`src/rtl/fifo_word_packer.sv`:
```
// Packs RATIO consecutive WIDTH-bit FIFO entries into one wide valid/ready word.
// Define FIFO_PACKER_TIMEOUT_EN to emit partial words after TIMEOUT idle cycles.
module fifo_word_packer #(
  parameter int unsigned WIDTH   = 3,
  parameter int unsigned RATIO   = 4,
  parameter int unsigned TIMEOUT = 8
) (
  input  logic                                   clk,
  input  logic                                   rst_n,
  input  logic                                   fifo_empty,
  input  logic [WIDTH-1:0]                       fifo_data,
  output logic                                   fifo_read_en,
  input  logic                                   flush,
  output logic [WIDTH*RATIO-1:0]                 out_data,
  output logic [$clog2(RATIO+1)-1:0]             out_count,
  output logic                                   out_valid,
  input  logic                                   out_ready
);

  localparam int unsigned OW = WIDTH * RATIO;
  localparam int unsigned CW = $clog2(RATIO + 1);

  if (RATIO < 2) begin : g_bad_ratio
    $error("fifo_word_packer: RATIO must be at least 2");
  end
  if (TIMEOUT < 1) begin : g_bad_timeout
    $error("fifo_word_packer: TIMEOUT must be at least 1");
  end

  typedef enum logic {COLLECT = 1'b0, HOLD = 1'b1} state_t;

  state_t                        state;
  logic [CW-1:0]                 fill;
  logic                          pend;
  logic                          flush_req;
  logic [RATIO-1:0][WIDTH-1:0]   lanes;
  logic [CW-1:0]                 count_q;

  logic rd_c;
  logic last_c;
  logic timeout_hit_c;
  logic flush_set_c;

  // Read issue; held low during reset so no read is started while the block is cleared.
  assign rd_c = rst_n && (state == COLLECT) && !fifo_empty && !flush_req &&
                ((32'(fill) + 32'(pend)) < RATIO);

  // Final lane arriving this cycle: the word is presented straight from fifo_data.
  assign last_c = (state == COLLECT) && pend && (32'(fill) == (RATIO - 1));

  assign flush_set_c  = flush || timeout_hit_c;
  assign fifo_read_en = rd_c;
  assign out_valid    = (state == HOLD) || last_c;
  assign out_count    = last_c ? CW'(RATIO) : count_q;

  always_comb begin
    out_data = lanes;
    if (last_c) out_data[OW-1 -: WIDTH] = fifo_data;
  end

  always_ff @(posedge clk or negedge rst_n) begin
    if (!rst_n) begin
      state     <= COLLECT;
      fill      <= '0;
      pend      <= 1'b0;
      flush_req <= 1'b0;
      lanes     <= '0;
      count_q   <= '0;
    end else begin
      pend <= rd_c;
      if (flush_set_c) flush_req <= 1'b1;
      case (state)
        COLLECT: begin
          if (pend) begin
            for (int k = 0; k < RATIO; k++) begin
              if (fill == CW'(k)) lanes[k] <= fifo_data;
            end
            if (last_c) begin
              if (out_ready) begin
                fill    <= '0;
                lanes   <= '0;
                count_q <= '0;
              end else begin
                fill    <= fill + CW'(1);
                count_q <= CW'(RATIO);
                state   <= HOLD;
              end
            end else begin
              fill <= fill + CW'(1);
            end
          end else if (flush_req) begin
            // Partial word leaves only once no read is outstanding; empty flush just clears.
            if (fill != '0) begin
              count_q <= fill;
              state   <= HOLD;
            end
            flush_req <= flush_set_c;
          end
        end
        HOLD: begin
          if (out_ready) begin
            fill    <= '0;
            lanes   <= '0;
            count_q <= '0;
            state   <= COLLECT;
          end
        end
        default: state <= COLLECT;
      endcase
    end
  end

`ifdef FIFO_PACKER_TIMEOUT_EN
  localparam int unsigned TW = $clog2(TIMEOUT + 1);

  logic [TW-1:0] idle_cnt;
  logic          idle_inc_c;

  assign idle_inc_c    = (state == COLLECT) && (fill != '0) && !pend && !rd_c;
  assign timeout_hit_c = idle_inc_c && ((32'(idle_cnt) + 32'd1) >= TIMEOUT);

  // Idle counter restarts on any read, on leaving COLLECT and when it fires.
  always_ff @(posedge clk or negedge rst_n) begin
    if (!rst_n) begin
      idle_cnt <= '0;
    end else if ((state != COLLECT) || rd_c || timeout_hit_c) begin
      idle_cnt <= '0;
    end else if (idle_inc_c) begin
      idle_cnt <= idle_cnt + TW'(1);
    end
  end
`else
  assign timeout_hit_c = 1'b0;
`endif

endmodule
```
`config.mk`:
```
export PLATFORM = sky130hd
export DESIGN_NAME = fifo_word_packer
export DESIGN_NICKNAME = d
export VERILOG_FILES = /design/src/rtl/fifo_word_packer.sv
export SDC_FILE = /design/constraint.sdc
export NUM_CORES = 1
export LEC_CHECK = 0
export CAP_MARGIN = 20
export CORE_ASPECT_RATIO = 1.2
export CORE_MARGIN = 5
export CORE_UTILIZATION = 50
export DETAILED_ROUTE_END_ITERATION = 10
export PLACE_DENSITY = 0.79
export SYNTH_ARGS = -nofsm -noshare
export SYNTH_HDL_FRONTEND = slang
export SYNTH_SLANG_ARGS = --single-unit
```
`constraint.sdc`:
```
create_clock -name clk -period 2.4 [get_ports clk]
set_clock_uncertainty 0.2 [all_clocks]
set_input_delay 0.48 -clock clk [delete_from_list [all_inputs] [get_ports clk]]
set_output_delay 0.48 -clock clk [all_outputs]
set_load 0.02 [all_outputs]
```
==> qor.txt, run 1 <==
status: finished with violations
failing checks: negative setup slack
Setup crit end kind: output port
largest net degree at the start of global routing: 22
Setup WS post-layout: -0.0373 ns
Clk pin slew, worst setup/hold paths: 0.12 ns
IO Pins: 25
TritonCTS Buffers: 3
FF/Latch Area: 526 sq um
R2R Setup Slk: 0.43 ns
Max Fclk: 410 MHz
starting density of the core: 52.1%
I/O Buffers: 24
clock sinks: 21
layout cell share with drive strength beyond 1: 28.4%
Inserted Diodes: 0
critical path peak fanout: 3
multi-input logic area: 584 sq um
Yosys reg bits: 21
# DRC: 0
Worst Path Arrival: 1.76 ns
syn_nets: 130
Final Instance Count excl. Fillers: 179
worst r2r dst: count_q[1]$_DFFE_PN0P_
WL/cell: 15.3 um
row cnt: 19
GRT Overall Usage: 18.6%
Syn Std Cell Area: 1190 sq um
worst min path class: input port to async pin
final setup vio count: 3
cts hold-fix bufs: 0
Initial DRT Pass Iterations: 4
synthesis warning total: 0
CTS H-tree lvls: 1
critical path type: flop to output port
Yosys top cell by area: dfrtp_1
pwr dens: 943 nW/um^2
chip width: 54.5 um
fin crit period: 2.44 ns
dpl cells: 173
Critical Path RT: 1.72 ns
clock latency on the worst-skew pair: 0.31 ns
initial antenna violation count: 0
crit start category: flop
worst-case reg-to-reg path depth: 8
Seq/Total Area, Yosys: 44.2%
RSZ-0062 raised after global routing: yes
vias: 946
hpwl dp: 2.11 mm
Nets: 162
first-pass GRT wire length: 4.65 mm
final hold violation count: 0
grt total ovfl: 0
die height: 63.4 um
Least-Margin Pin Slew: 0.552 ns
share of the synthesized area in the top cell type: 44.2%
Leak Pwr: 0.719 nW
# fillers: 182
vias in the first global route: 985
max-slew violations: 0
Slew headroom: 62.9%
placed cell area: 1480 sq um
final cell area excluding filler cells: 1550 sq um
Via density: 5.28
die area: 3460 sq um
Synth area leaders: dfrtp_1 (44%), mux2i_1 (8.4%), buf_4 (6.9%), ha_1 (5.3%), nor2_1 (4.4%)
Max VDD drop: 627 uV
Tcrit/Tclk final: 102%
drt total wl: 2.73 mm
Worst R2R Start: fill[1]$_DFFE_PN0P_
CTS tree: built
syn avg cell area: 10.2 sq um
Area growth, synth to finish: 30.4%
post-route ant nets: 0
Max Cap Violations: 0
gpl congestion: 0.780
Synth Instances: 117
Max Buffers Root-to-Sink: 2
Cell variety after synth: 29
DR iter-0 viols: 15
CTS root buffer: clkbuf_4
core box area: 2280 sq um
-- cell usage in the layout (no fill, tap or decap), types with 2 or more instances in the layout --
cell | Yosys | layout
nor2b_1 | 2 | 2
buf_2 | 2 | 2
buf_4 | 11 | 17
clkdlybuf4s50_1 | 0 | 14
nand2b_1 | 4 | 4
ha_1 | 5 | 3
nor3b_2 | 2 | 2
nor2_1 | 14 | 14
inv_1 | 6 | 5
mux2_4 | 0 | 3
clkbuf_4 | 0 | 3
nand2_1 | 7 | 7
o21ai_0 | 4 | 4
buf_6 | 0 | 4
a21oi_1 | 6 | 5
nor3b_1 | 3 | 3
and2_1 | 2 | 2
dfrtp_1 | 21 | 21
mux2i_1 | 10 | 10
clkbuf_2 | 0 | 2
o22ai_1 | 2 | 2
a22o_1 | 2 | 2
-- cell families (layout without fill, tap and decap cells) --
| kind of cell | count (synthesis) | in the layout | share of synthesized area [%] |
|---|---|---|---|
| adder cells (fa/ha/maj) | 5 | 5 | 5.26 |
| AND/OR/NAND/NOR | 37 | 37 | 16.7 |
| buffers and inverters | 20 | 51 | 10.0 |
| multiplexers | 14 | 14 | 12.4 |
| AO/OA/AOI/OAI | 20 | 20 | 11.4 |
| flip-flops | 21 | 21 | 44.2 |
-- synth_stat cells --
cell	instances
a211o_1	1
nand3b_1	1
o21bai_1	1
nand2_1	7
a22o_1	2
buf_2	2
o22ai_1	2
nand2b_1	4
buf_1	1
a21oi_1	6
a21o_1	1
or4b_1	1
nor2b_1	2
a221oi_2	1
and2_1	2
a311oi_1	1
nor2_1	14
mux2_2	3
inv_1	6
nor3b_1	3
mux2i_1	10
ha_1	5
mux2i_2	1
a211oi_1	1
nor3b_2	2
o21ai_0	4
nor3_1	1
buf_4	11
dfrtp_1	21
-- stage by stage --
stage	utilization (%)	setup TNS (ns)	setup WS [ns]	hold slack [ns]	total power, W
floorplan	-	0	0.127	-0.0156	0.00105
global placement	65.0	-1.08	-0.634	0.271	0.00127
detailed placement	65.0	-1.29	-0.666	0.278	0.00130
CTS	68.8	-0.124	-0.0379	0.102	0.00148
global route	67.9	-0.344	-0.111	0.133	0.00156
finish	67.9	-0.108	-0.0373	0.0938	0.00146
-- cell type report --
type                       instances  area share [%]
multi-input combinational         76            37.7
clock inverter                     1           0.323
tap                               31            2.50
inverter                           6            1.45
clock buffer                       3            1.45
sequential                        21            33.9
timing repair buffer              41            22.7
-- flip-flops by register name, indices dropped and copies added, names as in the netlist --
signal and cells:
state 1, fill 3, count_q 3, flush_req 1, lanes 3, out_data 9
pend 1
-- how the worst max path moves through the flow --
stage | endpoint | start | depth (start not counted)
3_5_place_dp | fifo_read_en | rst_n | 4
6_report | out_data[9] | fill[1]$_DFFE_PN0P_ | 6
2_1_floorplan | fifo_read_en | state$_DFF_PN0_ | 3
3_3_place_gp | fifo_read_en | rst_n | 4
4_1_cts | out_data[9] | fill[1]$_DFFE_PN0P_ | 6
5_1_grt | out_data[10] | fill[1]$_DFFE_PN0P_ | 6
-- worst max-delay path: stages, from the launching register on --
cell and delay (ns):
dfrtp_1 0.41, ha_2 0.20, ha_4 0.15, nand3b_1 0.12
buf_6 0.13, mux2_4 0.29, buf_6 0.13
-- per-layer routing --
metal | part of all wire, % | track usage, %
met5 | 0 | 0
met4 | 2.2 | 8.41
met3 | 3.6 | 2.12
met2 | 51 | 31.7
met1 | 43 | 22.4
-- what timing repair did --
action / CTS / global route
resized for setup: 45 / 7
endpoints found under the setup margin: 8 / 8
setup buffers: 2 / 0
pin swaps: 3 / 1
-- power by group --
group / internal (W) / switching, W
combinational: 0.000355 / 0.000410
sequential: 0.000462 / 0.0000597
clock: 0.0000624 / 0.000113
(Power assumes the default switching activity.)
==> inputs of run 2 (changes only) <==
--- a/config.mk
+++ b/config.mk
@@ -8,9 +8,9 @@
 export CAP_MARGIN = 20
 export CORE_ASPECT_RATIO = 1.2
 export CORE_MARGIN = 5
-export CORE_UTILIZATION = 50
+export CORE_UTILIZATION = 25
 export DETAILED_ROUTE_END_ITERATION = 10
-export PLACE_DENSITY = 0.79
+export RECOVER_POWER = 100
 export SYNTH_ARGS = -nofsm -noshare
 export SYNTH_HDL_FRONTEND = slang
 export SYNTH_SLANG_ARGS = --single-unit
==> run 2 against run 1 <==
  * The flow still finishes with violations (negative setup slack)
  * Critical path depth is the same
  * Combinational power is 4.1% higher
  * Cell count rose by 18%
  * Critical path type unchanged
  * Power rose by 7.3%
  * Maximum frequency is 2.3% lower
  * Flip-flop and latch count stayed put
  * Sequential power increased by 1%
  * Clock-buffer cell count unchanged
  * Worst hold slack better by 0.21 ns
  * Clock power up 40%
==> qor.txt, run 2 (synthesis gave the netlist of run 1 again) <==
DR iter-0 viols: 33
die area: 6240 sq um
post-route ant nets: 0
Detail Route met2 WL: 1.51 mm
Max VDD drop: 421 uV
Worst R2R Start: fill[1]$_DFFE_PN0P_
Hold Slack: 0.308 ns
status: finished with violations
GRT Overall Usage: 10.5%
Setup crit end kind: output port
chip width: 72.9 um
final cell area excluding filler cells: 1660 sq um
crit start category: flop
vias: 969
gpl congestion: 0.848
vias in the first global route: 1079
top layer in use: met4
Critical Path RT: 1.72 ns
# fillers: 490
row cnt: 27
# DRC: 0
RSZ-0062 raised after global routing: yes
max reg flops: 9
Nets: 167
largest net degree at the start of global routing: 22
Via density: 4.59
most common cell after layout, fill and taps aside: dfrtp_1
drt total wl: 3.10 mm
WL/cell: 14.7 um
Max Fclk: 401 MHz
Inserted Diodes: 0
starting density of the core: 25.9%
IO Pins: 25
fin crit period: 2.49 ns
hold wc startpoint: count_q[0]$_DFFE_PN0P_
Least-Margin Pin Slew: 1.20 ns
TritonCTS Buffers: 3
layout cell share with drive strength beyond 1: 28.8%
Area growth, synth to finish: 39.9%
I/O Buffers: 24
Max Buffers Root-to-Sink: 2
Initial DRT Pass Iterations: 4
most frequent cells in the layout: dfrtp_1 (21), buf_4 (17), nor2_1 (14)
Setup WS post-layout: -0.0943 ns
pwr dens: 944 nW/um^2
initial antenna violation count: 0
Slew headroom: 20.0%
met1 wire length: 1.36 mm
grt total ovfl: 0
worst min path class: flop to flop
CTS root buffer: clkbuf_8
Max Cap Violations: 0
Critical Path Start: fill[0]$_DFFE_PN0P_
clock latency on the worst-skew pair: 0.27 ns
hpwl dp: 2.19 mm
critical path type: flop to output port
Clk pin slew, worst setup/hold paths: 0.08 ns
CTS tree: built
first-pass GRT wire length: 5.11 mm
Tcrit/Tclk final: 104%
die height: 85.5 um
failing checks: negative setup slack
placed cell area: 1520 sq um
Worst Path Arrival: 1.81 ns
core box area: 4590 sq um
Leak Pwr: 0.768 nW
final setup vio count: 3
CTS H-tree lvls: 1
max-slew violations: 0
critical path peak fanout: 3
clock sinks: 21
routed length on met3: 198 um
final hold violation count: 0
==> run 2: critical path, stage by stage, from the launching register on <==
cell	delay, ns
dfrtp_1	0.40
ha_2	0.21
ha_4	0.16
nand3b_1	0.19
buf_4	0.16
mux2_4	0.30
buf_6	0.13
==> run 2: cell type report <==
cell class / instances / area [sq um] / area share [%]
clock inverters: 1 / 7.51 / 0.451
repair buffers: 46 / 397 / 23.9
flip-flops and latches: 21 / 526 / 31.6
well taps: 58 / 72.6 / 4.36
clock buffers: 3 / 41.3 / 2.48
multi-input cells: 76 / 594 / 35.7
inverters: 6 / 25.0 / 1.50
==> run 2: path summary, 6_finish.rpt <==
kind                                          end  cells past startpoint  slack [ns]
max                                  out_data[10]                      6       -0.09
max reg2reg                count_q[2]$_DFFE_PN0P_                      9        0.13
min in group asynchronous     fill[1]$_DFFE_PN0P_                      2        0.54
min                        count_q[0]$_DFFE_PN0P_                      1        0.31
min reg2reg                count_q[0]$_DFFE_PN0P_                      1        0.31
max in group asynchronous     fill[0]$_DFFE_PN0P_                      2        0.76
==> run 2: where the power goes <==
part           switching (W)  internal (W)
logic               0.000428      0.000368
registers          0.0000650      0.000463
clock network       0.000128      0.000118
==> run 2: metrics by stage <==
step / setup slack, ns / power [W] / setup TNS (ns) / utilization [%] / std cells
after floorplan: 0.127 / 0.00105 / 0 / - / 117
after global placement: -0.646 / 0.00129 / -1.40 / 33.0 / 200
after detailed placement: -0.696 / 0.00131 / -1.75 / 33.0 / 200
after CTS: -0.0758 / 0.00157 / -0.253 / 35.4 / 209
after global routing: -0.127 / 0.00169 / -0.775 / 36.2 / 211
final: -0.0943 / 0.00157 / -0.254 / 36.2 / 211
==> run 2: per-layer routing <==
metal  global-route usage, %  vias up
li1                        -      461
met1                    13.3      478
met2                    17.3       27
met3                    3.75        3
met4                    2.01        0
met5                       0        -
==> run 2: repair_timing <==
item                                    4_1_cts  5_1_grt
pin swaps                                     4        4
endpoints found under the setup margin        8        8
hold buffers                                  0        0
gates resized for setup                      50       11
setup buffers                                 5        3
